--- src/rtl/pe_acc_ctrl_pkg.sv ---
`default_nettype none
// ============================================================================
//  Module      : pe_acc_ctrl_pkg
//  Description : Shared NPU constants and per-state output bundle type used by
//                the PE accumulator controller.
//  Revision    : 1.0  initial release
// ============================================================================
package pe_acc_ctrl_pkg;

    localparam int NPU_LEN_W = 16;

    // Registered control outputs that depend only on the controller state.
    typedef struct packed {
        logic cmd_rdy;
        logic acc_clear;
        logic acc_en;
        logic src_rdy;
        logic res_vld;
        logic busy;
    } ctrl_out_t;

    localparam ctrl_out_t C_OUTS_IDLE = '{cmd_rdy: 1'b1, acc_clear: 1'b1, acc_en: 1'b0,
                                          src_rdy: 1'b0, res_vld: 1'b0, busy: 1'b0};
    localparam ctrl_out_t C_OUTS_ACC  = '{cmd_rdy: 1'b0, acc_clear: 1'b0, acc_en: 1'b1,
                                          src_rdy: 1'b1, res_vld: 1'b0, busy: 1'b1};
    localparam ctrl_out_t C_OUTS_DONE = '{cmd_rdy: 1'b0, acc_clear: 1'b0, acc_en: 1'b1,
                                          src_rdy: 1'b0, res_vld: 1'b1, busy: 1'b1};

endpackage : pe_acc_ctrl_pkg
`default_nettype wire

--- src/rtl/pe_acc_ctrl.sv ---
`default_nettype none
// ============================================================================
//  Module      : pe_acc_ctrl
//  Description : Job controller sequencing clear/enable/data-valid of an
//                external accumulator over a counted burst of data beats.
//  Revision    : 1.0  initial release
// ============================================================================
module pe_acc_ctrl
    import pe_acc_ctrl_pkg::*;
#(
    parameter int LEN_W = NPU_LEN_W
) (
    input  logic             i_clk,
    input  logic             i_rst_n,
    input  logic             i_cmd_vld,
    output logic             o_cmd_rdy,
    input  logic [LEN_W-1:0] i_cmd_len,
    input  logic             i_abort,
    input  logic             i_src_vld,
    output logic             o_src_rdy,
    output logic             o_acc_clear,
    output logic             o_acc_en,
    output logic             o_mdata_vld,
    output logic             o_res_vld,
    input  logic             i_res_rdy,
    output logic             o_busy,
    output logic [LEN_W-1:0] o_beat_cnt
);

    typedef enum logic [1:0] {
        S_IDLE = 2'd0,
        S_ACC  = 2'd1,
        S_DONE = 2'd2
    } state_t;

    state_t           state_q;
    ctrl_out_t        outs_q;
    logic [LEN_W-1:0] len_q;
    logic [LEN_W-1:0] cnt_q;

    logic             w_cmd_fire;
    logic             w_beat_fire;
    logic [LEN_W-1:0] w_cnt_inc;

    // Abort in IDLE withholds ready so the requester sees no handshake.
    assign o_cmd_rdy   = outs_q.cmd_rdy & ~i_abort;
    assign o_acc_clear = outs_q.acc_clear;
    assign o_acc_en    = outs_q.acc_en;
    assign o_src_rdy   = outs_q.src_rdy;
    assign o_res_vld   = outs_q.res_vld;
    assign o_busy      = outs_q.busy;
    assign o_mdata_vld = outs_q.src_rdy & i_src_vld;
    assign o_beat_cnt  = cnt_q;

    assign w_cmd_fire  = i_cmd_vld & o_cmd_rdy;
    assign w_beat_fire = outs_q.src_rdy & i_src_vld;
    assign w_cnt_inc   = cnt_q + 1'b1;

    always_ff @(posedge i_clk or negedge i_rst_n) begin
        if (!i_rst_n) begin
            state_q <= S_IDLE;
            outs_q  <= C_OUTS_IDLE;
            len_q   <= '0;
            cnt_q   <= '0;
        end else begin
            case (state_q)
                S_IDLE: begin
                    if (w_cmd_fire) begin
                        len_q <= i_cmd_len;
                        cnt_q <= '0;
                        // Zero-length jobs report the already-cleared accumulator.
                        if (i_cmd_len == '0) begin
                            state_q <= S_DONE;
                            outs_q  <= C_OUTS_DONE;
                        end else begin
                            state_q <= S_ACC;
                            outs_q  <= C_OUTS_ACC;
                        end
                    end
                end
                S_ACC: begin
                    if (i_abort) begin
                        state_q <= S_IDLE;
                        outs_q  <= C_OUTS_IDLE;
                    end else if (w_beat_fire) begin
                        cnt_q <= w_cnt_inc;
                        if (w_cnt_inc == len_q) begin
                            state_q <= S_DONE;
                            outs_q  <= C_OUTS_DONE;
                        end
                    end
                end
                S_DONE: begin
                    if (i_abort || i_res_rdy) begin
                        state_q <= S_IDLE;
                        outs_q  <= C_OUTS_IDLE;
                    end
                end
                default: begin
                    state_q <= S_IDLE;
                    outs_q  <= C_OUTS_IDLE;
                end
            endcase
        end
    end

endmodule : pe_acc_ctrl
`default_nettype wire

--- config.mk ---
export PLATFORM = sky130hd
export DESIGN_NAME = pe_acc_ctrl
export DESIGN_NICKNAME = d
export VERILOG_FILES = /design/src/rtl/pe_acc_ctrl_pkg.sv /design/src/rtl/pe_acc_ctrl.sv
export SDC_FILE = /design/constraint.sdc
export NUM_CORES = 1
export LEC_CHECK = 0
export CAP_MARGIN = 15
export CELL_PAD_IN_SITES_DETAIL_PLACEMENT = 0
export CELL_PAD_IN_SITES_GLOBAL_PLACEMENT = 1
export CORE_MARGIN = 5
export CORE_UTILIZATION = 41
export CTS_BUF_LIST = sky130_fd_sc_hd__clkbuf_4 sky130_fd_sc_hd__clkbuf_8
export DETAILED_ROUTE_END_ITERATION = 10
export GPL_TIMING_DRIVEN = 0
export HOLD_SLACK_MARGIN = 0.15
export PLACE_DENSITY_LB_ADDON = 0.1
export SLEW_MARGIN = 20
export SYNTH_ARGS = -nofsm -noshare
export SYNTH_HDL_FRONTEND = slang
export SYNTH_SLANG_ARGS = --single-unit
--- constraint.sdc ---
create_clock -name i_clk -period 2.4 [get_ports i_clk]
set_input_delay 0.48 -clock i_clk [delete_from_list [all_inputs] [get_ports i_clk]]
set_output_delay 0.48 -clock i_clk [all_outputs]
set_load 0.1 [all_outputs]
# Word level (Yosys, flattened, before mapping)
# Index checks and enable logic that the tools add are counted.
# word_totals
register_bits	40
latch_bits	0
ram_bits	0
mem_bits_ro	0
in_bits	22
out_inout_bits	23
wordCells	48
n_memories	0
# classes
n_addsub	1
multipliers	0
n_div	0
order_cmp	0
eq_ne	9
shift	0
n_mux	18
bitwise_logic	4
n_reduce_logical	7
# op_table
operator	n
16-bit two-way mux	3
16-bit one-hot mux with 2 select lines	1
6-bit two-way mux	5
6-bit one-hot mux with 3 select lines	1
16-bit by 1-bit adder with 16-bit output (second input constant)	1
16-bit equality test	1
16-bit logical NOT	1
2-bit two-way mux	6
2-bit != test (second input constant)	4
4-bit AND reduction	2
3-bit != test (second input constant)	2
2-bit one-hot mux with 3 select lines	1
1-bit AND	3
3-bit two-way mux	1
2-bit by 1-bit equality test with 1-bit output (second input constant)	1
2-bit equality test (second input constant)	1
2-bit logical NOT	1
2-bit AND reduction	1
2-bit nonzero test	1
1-bit logical OR	1
1-bit inverter	1

# Longest topological paths before layout
# Gate-level depths: netlist of the first run.
# depth
ltp_word	6
mapped_depth	8
depth_no_buf	7

# Worst setup path before layout of the first run
# No wires, ideal clock.
# synth_path
path_type	register -> register
start	register cnt_q[0] (netlist: o_beat_cnt[0])
end	register outs_q (netlist bit o_res_vld)
setup_ps	81
arrival_time_ps	2876
required_time_ps	2319
setup_slack_ps	-557
stages_incl_launch_ff	8
n_path_buf	0
period_less_slack_ps	2957
path_cell_list	dfrtp_1 ha_1 nand3_1 nor4_1 mux2i_1 nand4_1 or3_1 o22ai_2
# synth_via
elab_chain_len	4
# synth_rtl
element	line	source
start, declared	pe_acc_ctrl.sv:39	logic [LEN_W-1:0] cnt_q;
start signal, assigned	pe_acc_ctrl.sv:86	cnt_q <= w_cnt_inc;
16-bit by 1-bit adder with 16-bit output	pe_acc_ctrl.sv:57	assign w_cnt_inc = cnt_q + 1'b1;
16-bit equality test	pe_acc_ctrl.sv:87	if (w_cnt_inc == len_q) begin
3-bit != test (no line)	-	
4-bit AND reduction (no line)	-	
end signal, assigned	pe_acc_ctrl.sv:62	outs_q <= C_OUTS_IDLE;
end signal, assigned	pe_acc_ctrl.sv:84	outs_q <= C_OUTS_IDLE;
end signal, assigned	pe_acc_ctrl.sv:89	outs_q <= C_OUTS_DONE;
end, declared	pe_acc_ctrl.sv:37	ctrl_out_t outs_q;
# No other way between the ends.
# A chain may end at the register's enable or synchronous reset.

# Worst setup path in the final report of the first run
# layout_path
start	register cnt_q[10] (netlist: o_beat_cnt[10])
end	output o_beat_cnt[10]
# layout_lines
element	line	source
end, declared	pe_acc_ctrl.sv:27	output logic [LEN_W-1:0] o_beat_cnt
# No word-level cell between the ends.

==> results_dict.tcl, run 1 <==
set metrics [dict create \
    timing.critical_path.required_ns 1.92 \
    via_count_normalized_by_instance_count 5.50 \
    hold_violations 0 \
    antennaDiodeCount 0 \
    clock_skew_ns 0.00765 \
    seq_area_frac_synth 0.390 \
    power-per-cell-area_nw_per_um2 991 \
    worst_path_max_delay_cell "clkdlybuf4s50_1" \
    grt_setup_unrepaired "yes" \
    grt.total_usage 0.175 \
    power_leakage_nw 1.34 \
    detailedRoute.firstPassIterationCount 4 \
    synth.largest_area_cell "dfrtp_1" \
    design.portCount 45 \
    cts-buffers-inserted 5 \
    synth_edf_count 0 \
    layout-area-overhead-vs-synth_pct 35.9 \
    clkSlewWorstSetupHoldPaths_ns 0.08 \
    launch_instance_of_the_worst_min_delay_path "len_q[4]" \
    synth_area_um2 2310 \
    placement_row_count 27 \
    final_cells 376 \
    critical_path.reg2reg.startpoint "o_beat_cnt[0]" \
    synth.avg_cell_area_um2 9.41 \
    max_slew.worst_pin.slew_ns 0.968 \
    slowest_delay_ns 1.15 \
    drt_iter0_drc 76 \
    postRouteWirelength_um 6240 \
    most_frequent_standard_cell_in_the_layout_excluding_fill_and_tap_cells "clkdlybuf4s50_1" \
    synth_ff_type "dfrtp_1" \
    status "finished clean" \
    grt_pass1_wl_um 9870 \
    startpoint_type "flop" \
    postSynthCellCount 246 \
    cp-endpoint "o_beat_cnt[10]" \
    synth_largest_type_area_fraction 0.378 \
    critPathMaxFanout 6 \
    dp.final_hpwl_um 4710 \
    gp_routability_congestion 0.820 \
    worst_ep_arrival_time_ns 1.87 \
    number_of_antenna_violations_at_the_first_check_in_global_routing 0 \
    ys.warnings.count 0 \
    num-nets-final 326 \
    hp-class "flop to flop" \
    synth_nets 269 \
    number_of_placed_cells_counting_well_taps 363 \
    clockBufferDepth 2 \
    timing.max_cap.violations 0 \
    crit_chain "clkdlybuf4s50_1" \
    mostFrequentLayoutCells "clkdlybuf4s50_1 (32), o21ai_0 (27), nor2_1 (21), dfrtp_1 (21), nand2_1 (17)" \
    insertion_delay_ns 0.30 \
    design.core.area_um2 5510 \
    post_route_cells_drive_above_1_share 0.270 \
    grt_pass1_vias 1858 \
    h-tree-depth 2 \
    fp.dieW_um 85.1 \
    postSynth.asyncResetShare 1.00 \
    worst_r2r_endpoint "o_res_vld" \
    routed-via-count 2067 \
    synth.top_cells.by_area "dfrtp_1 (38%), mux2_2 (7.3%), o21ai_0 (6.1%)" \
    antenna_left 0 \
    crit_path_buf_inv_count 1 \
    grt_start_max_net_pins 21 \
    crit_type "flop to output pin" \
    clock-sinks 36 \
    max-vdd-ir-drop_mv 0.616 \
    finalSetupViolations 0 \
    startpoint "o_beat_cnt[10]" \
    total_die_area_um2 7250 \
    r2r.worst_path.cells 7 \
    cts_tree "yes" \
    worst_hold_slack_ns 0.531 \
    drcViolationCount 0 \
    max-slew-margin-rel 0.353 \
    initial_core_util 0.420 \
    type_of_element_capturing_the_critical_path "output pin" \
    synth.ff_latch_count 36 \
    die_y_um 85.1 \
    min_period_over_period 0.981 \
    critical_path_cell_count 1 \
    final_util 0.571 \
    max_freq_mhz 425 \
    clk_root_buffer_cell "clkbuf_8" \
    synth_unique_cells 55 \
    wl_per_cell_um 16.6 \
    gr-total-overflow 0 \
    number_of_i_o_port_buffers 44 \
    final.min_clock_period_ns 2.35 \
    final-max-slew-violation-count 0 \
    critical_path.top_delay_family "buffers and inverters" \
    setup.reg_to_reg.worst_slack_ns 0.12 \
    min_path_cells 1 \
]
## metal layers
metal	routed length, um	track usage	vias to the layer above	part of all wire
met1	2880	0.241	997	0.46
li1	-	-	1014	-
met4	87	0.0504	0	0.014
met3	323	0.0340	8	0.052
met5	0	0	-	0
met2	2950	0.278	48	0.47
## report_power, final
part / total [mW] / internal [mW] / switching, mW
Combinational: 1.55 / 0.563 / 0.985
Sequential: 1.02 / 0.812 / 0.206
Clock: 0.554 / 0.308 / 0.247
Total: 3.12 / 1.68 / 1.44
## per-stage QoR
step	total power [mW]	setup WS, ns	TNS (ns)	cell area, um^2
floorplan	2.12	-0.0847	-0.0847	2350
global placement	2.49	-0.451	-7.73	2880
detailed placement	2.52	-0.431	-4.58	2900
CTS	3.08	0.00455	0	3060
global route	3.28	-0.0145	-0.0240	3150
finish	3.12	0.0461	0	3150
## worst min-delay path by stage
stage | endpoint | slack (ns)
after CTS | len_q[4] | 0.54
after floorplan | len_q[0] | 0.18
after global placement | len_q[1] | 0.51
final | len_q[4] | 0.53
after global routing | len_q[8] | 0.57
after detailed placement | len_q[15] | 0.45
## cells in the mapped netlist, drive strengths merged, types with 2 or more instances
cell    number
clkbuf       7
or3          7
inv          9
dfrtp       35
o21a         2
nor4        10
xor2         7
xnor2        8
o41ai        2
and4         2
buf          6
a31oi        3
a21oi       11
nand3b       2
o31ai        3
a22o         2
mux2i        2
or2          4
nand3        7
nor2b        3
mux2        15
nand2       17
nand4b       2
nor3         5
nor2        21
nand4        7
nor3b        2
a21o         2
o21ai       28
## repair_timing
item | 4_1_cts | 5_1_grt
gates resized for setup | 17 | 15
setup buffers | 0 | 4
endpoints found under the hold margin | 16 | 0
pin swaps | 0 | 5
setup endpoints to repair | 10 | 9
hold buffers | 1 | 0
## cells by family after synthesis
group           count (synthesis)  share of synthesized area
compound gates                 62                      0.168
xor+xnor                       15                     0.0568
flops                          36                      0.390
mux                            17                     0.0816
buf+inv                        22                     0.0605
simple gates                   93                      0.238
fa+ha+maj                       1                    0.00540
## state kept, by name, summed over array words and instances, names as in the netlist
register	count
o_acc_clear	1
o_beat_cnt	16
state_q	1
len_q	16
o_acc_en	1
o_res_vld	1
## final cells by class
type | count | area, um^2
fillers | 520 | 2360
multi-input cells | 188 | 1370
flip-flops and latches | 36 | 925
repair buffers | 50 | 503
plain buffers | 13 | 113
well taps | 72 | 90.1
clock buffers | 5 | 68.8
clock inverters | 3 | 42.5
inverters | 9 | 37.5
Note: power is estimated with default switching activity, not from simulation.
==> inputs of run 2 (changes only) <==
- clock period: 2.4 -> 2.42 ns (I/O delays scaled with it)
==> run 2 against run 1 <==
Effect of this change: first-iteration DRC count stayed put; combinational power hardly changed; sequential power hardly changed.
==> results_dict.tcl, run 2 (synthesis results as in run 1) <==
set metrics [dict create \
    grt.total_usage 0.174 \
    cts_tree "yes" \
    finalSetupViolations 0 \
    dp.final_hpwl_um 4710 \
    fillCellCount 519 \
    slowest_delay_ns 1.16 \
    cts-buffers-inserted 5 \
    r2r.worst_path.cells 8 \
    insertion_delay_ns 0.30 \
    share_seq_of_total_power 0.326 \
    worst_path_max_delay_cell "clkdlybuf4s50_1" \
    crit_chain "clkdlybuf4s50_1" \
    total_die_area_um2 7250 \
    final_util 0.572 \
    antennaDiodeCount 0 \
    grt_setup_unrepaired "yes" \
    max-vdd-ir-drop_mv 0.614 \
    clk_root_buffer_cell "clkbuf_8" \
    switching_share 0.458 \
    timing.max_cap.violations 0 \
    min_path_cells 1 \
    final.min_clock_period_ns 2.39 \
    num-nets-final 326 \
    worst_hold_slack_ns 0.531 \
    crit_path_buf_inv_count 1 \
    share_clk_of_total_power 0.178 \
    grt_pass1_wl_um 9830 \
    clkSlewWorstSetupHoldPaths_ns 0.08 \
    p_sw_mw 1.42 \
    drcViolationCount 0 \
    setup.reg_to_reg.worst_slack_ns 0.17 \
    drt_iter0_drc 76 \
    power-per-cell-area_nw_per_um2 982 \
    routed-via-count 2072 \
    clockBufferDepth 2 \
    clock-sinks 36 \
    status "finished clean" \
    power_frac_comb 0.496 \
    hold_violations 0 \
    p_int_mw 1.68 \
    max_freq_mhz 419 \
    number_of_i_o_port_buffers 44 \
    most_frequent_standard_cell_in_the_layout_excluding_fill_and_tap_cells "clkdlybuf4s50_1" \
    type_of_element_capturing_the_critical_path "output pin" \
    placement_row_count 27 \
    initial_core_util 0.420 \
    postRouteWirelength_um 6220 \
    grt_start_max_net_pins 21 \
    max_slew.worst_pin.slew_ns 0.968 \
    critical_path.top_delay_family "buffers and inverters" \
    post_route_cells_drive_above_1_share 0.270 \
    mostFrequentLayoutCells "clkdlybuf4s50_1 (33), o21ai_0 (27), nor2_1 (21), dfrtp_1 (21), nand2_1 (17)" \
    fp.dieW_um 85.1 \
    number_of_antenna_violations_at_the_first_check_in_global_routing 0 \
    grt_pass1_vias 1851 \
    sum_of_negative_setup_slack_ns 0 \
    maxUsedRoutingLayer "met4" \
    wl_per_cell_um 16.6 \
    clock_skew_ns 0.00746 \
    launch_instance_of_the_worst_min_delay_path "len_q[4]" \
    min_period_over_period 0.987 \
    critPathMaxFanout 7 \
    detailedRoute.firstPassIterationCount 4 \
    power_leakage_nw 1.34 \
    wirelength_met1_um 2910 \
    wl_met2_um 2940 \
    die_y_um 85.1 \
    worst_r2r_endpoint "o_acc_en" \
    crit_type "flop to output pin" \
    final-max-slew-violation-count 0 \
    antenna_left 0 \
    gp_routability_congestion 0.820 \
    via_count_normalized_by_instance_count 5.51 \
    startpoint_type "flop" \
    met3_wirelength_um 306 \
    worst_ep_arrival_time_ns 1.90 \
    worstHoldEndpoint "len_q[4]" \
    report.power.total_mw 3.09 \
    gr-total-overflow 0 \
    timing.critical_path.required_ns 1.94 \
    h-tree-depth 2 \
    hp-class "flop to flop" \
    design.portCount 45 \
    layout-area-overhead-vs-synth_pct 36.2 \
    critical_path.reg2reg.startpoint "o_beat_cnt[0]" \
    max-slew-margin-rel 0.353 \
    design.core.area_um2 5510 \
]
## run 2: changes by cell type in the layout (fill, tap and decap cells not counted), sizes merged
cell / change
clkdlybuf4s50: +1
dlygate4sd2: -2
dlymetal6s2s: +1
## run 2: area by class of cell
class | instances | area, um^2 | area share
inverter | 9 | 37.5 | 0.0119
clock inverter | 3 | 42.5 | 0.0135
multi-input combinational | 188 | 1370 | 0.434
sequential | 36 | 925 | 0.293
buffer | 13 | 113 | 0.0357
clock buffer | 5 | 68.8 | 0.0218
timing repair buffer | 50 | 508 | 0.161
tap | 72 | 90.1 | 0.0286
## run 2: per-layer routing
metal  up-vias  track usage
met3         8       0.0340
met2        51        0.277
li1       1015            -
met4         0       0.0504
met1       998        0.240
met5         -            0
## run 2: repair_timing
action	CTS	global route
hold endpoints to repair	16	0
gates cloned	0	0
buffers inserted	0	4
pin swaps	0	7
hold buffers	1	0
endpoints found under the setup margin	7	18
gates resized for setup	12	19
## run 2: how the worst max path moves through the flow
stage / end / slack [ns] / cells after the start / startpoint
3_5_place_dp: o_mdata_vld / -0.42 / 4 / i_src_vld
4_1_cts: o_acc_en / -0.02 / 8 / o_beat_cnt[0]
6_report: o_beat_cnt[3] / 0.03 / 1 / o_beat_cnt[3]
2_1_floorplan: o_res_vld / -0.06 / 7 / o_beat_cnt[7]
5_1_grt: o_beat_cnt[7] / 0.0002 / 8 / i_src_vld
3_3_place_gp: o_mdata_vld / -0.44 / 4 / i_src_vld
## run 2: stage by stage
stage	std cells	setup slack, ns	cell area (um^2)
global route	376	0.000161	3150
CTS	372	-0.0201	3040
detailed placement	363	-0.419	2900
finish	376	0.0313	3150
floorplan	246	-0.0647	2350
global placement	362	-0.439	2880
## run 2: power by group through the flow
stage	clock (mW)	combinational (mW)	sequential (mW)
3_5_place_dp	0	1.49	1.01
4_1_cts	0.560	1.50	1.00
5_1_grt	0.580	1.64	1.04
6_report	0.550	1.53	1.01
2_1_floorplan	0	0.758	1.34
3_3_place_gp	0	1.46	1.00
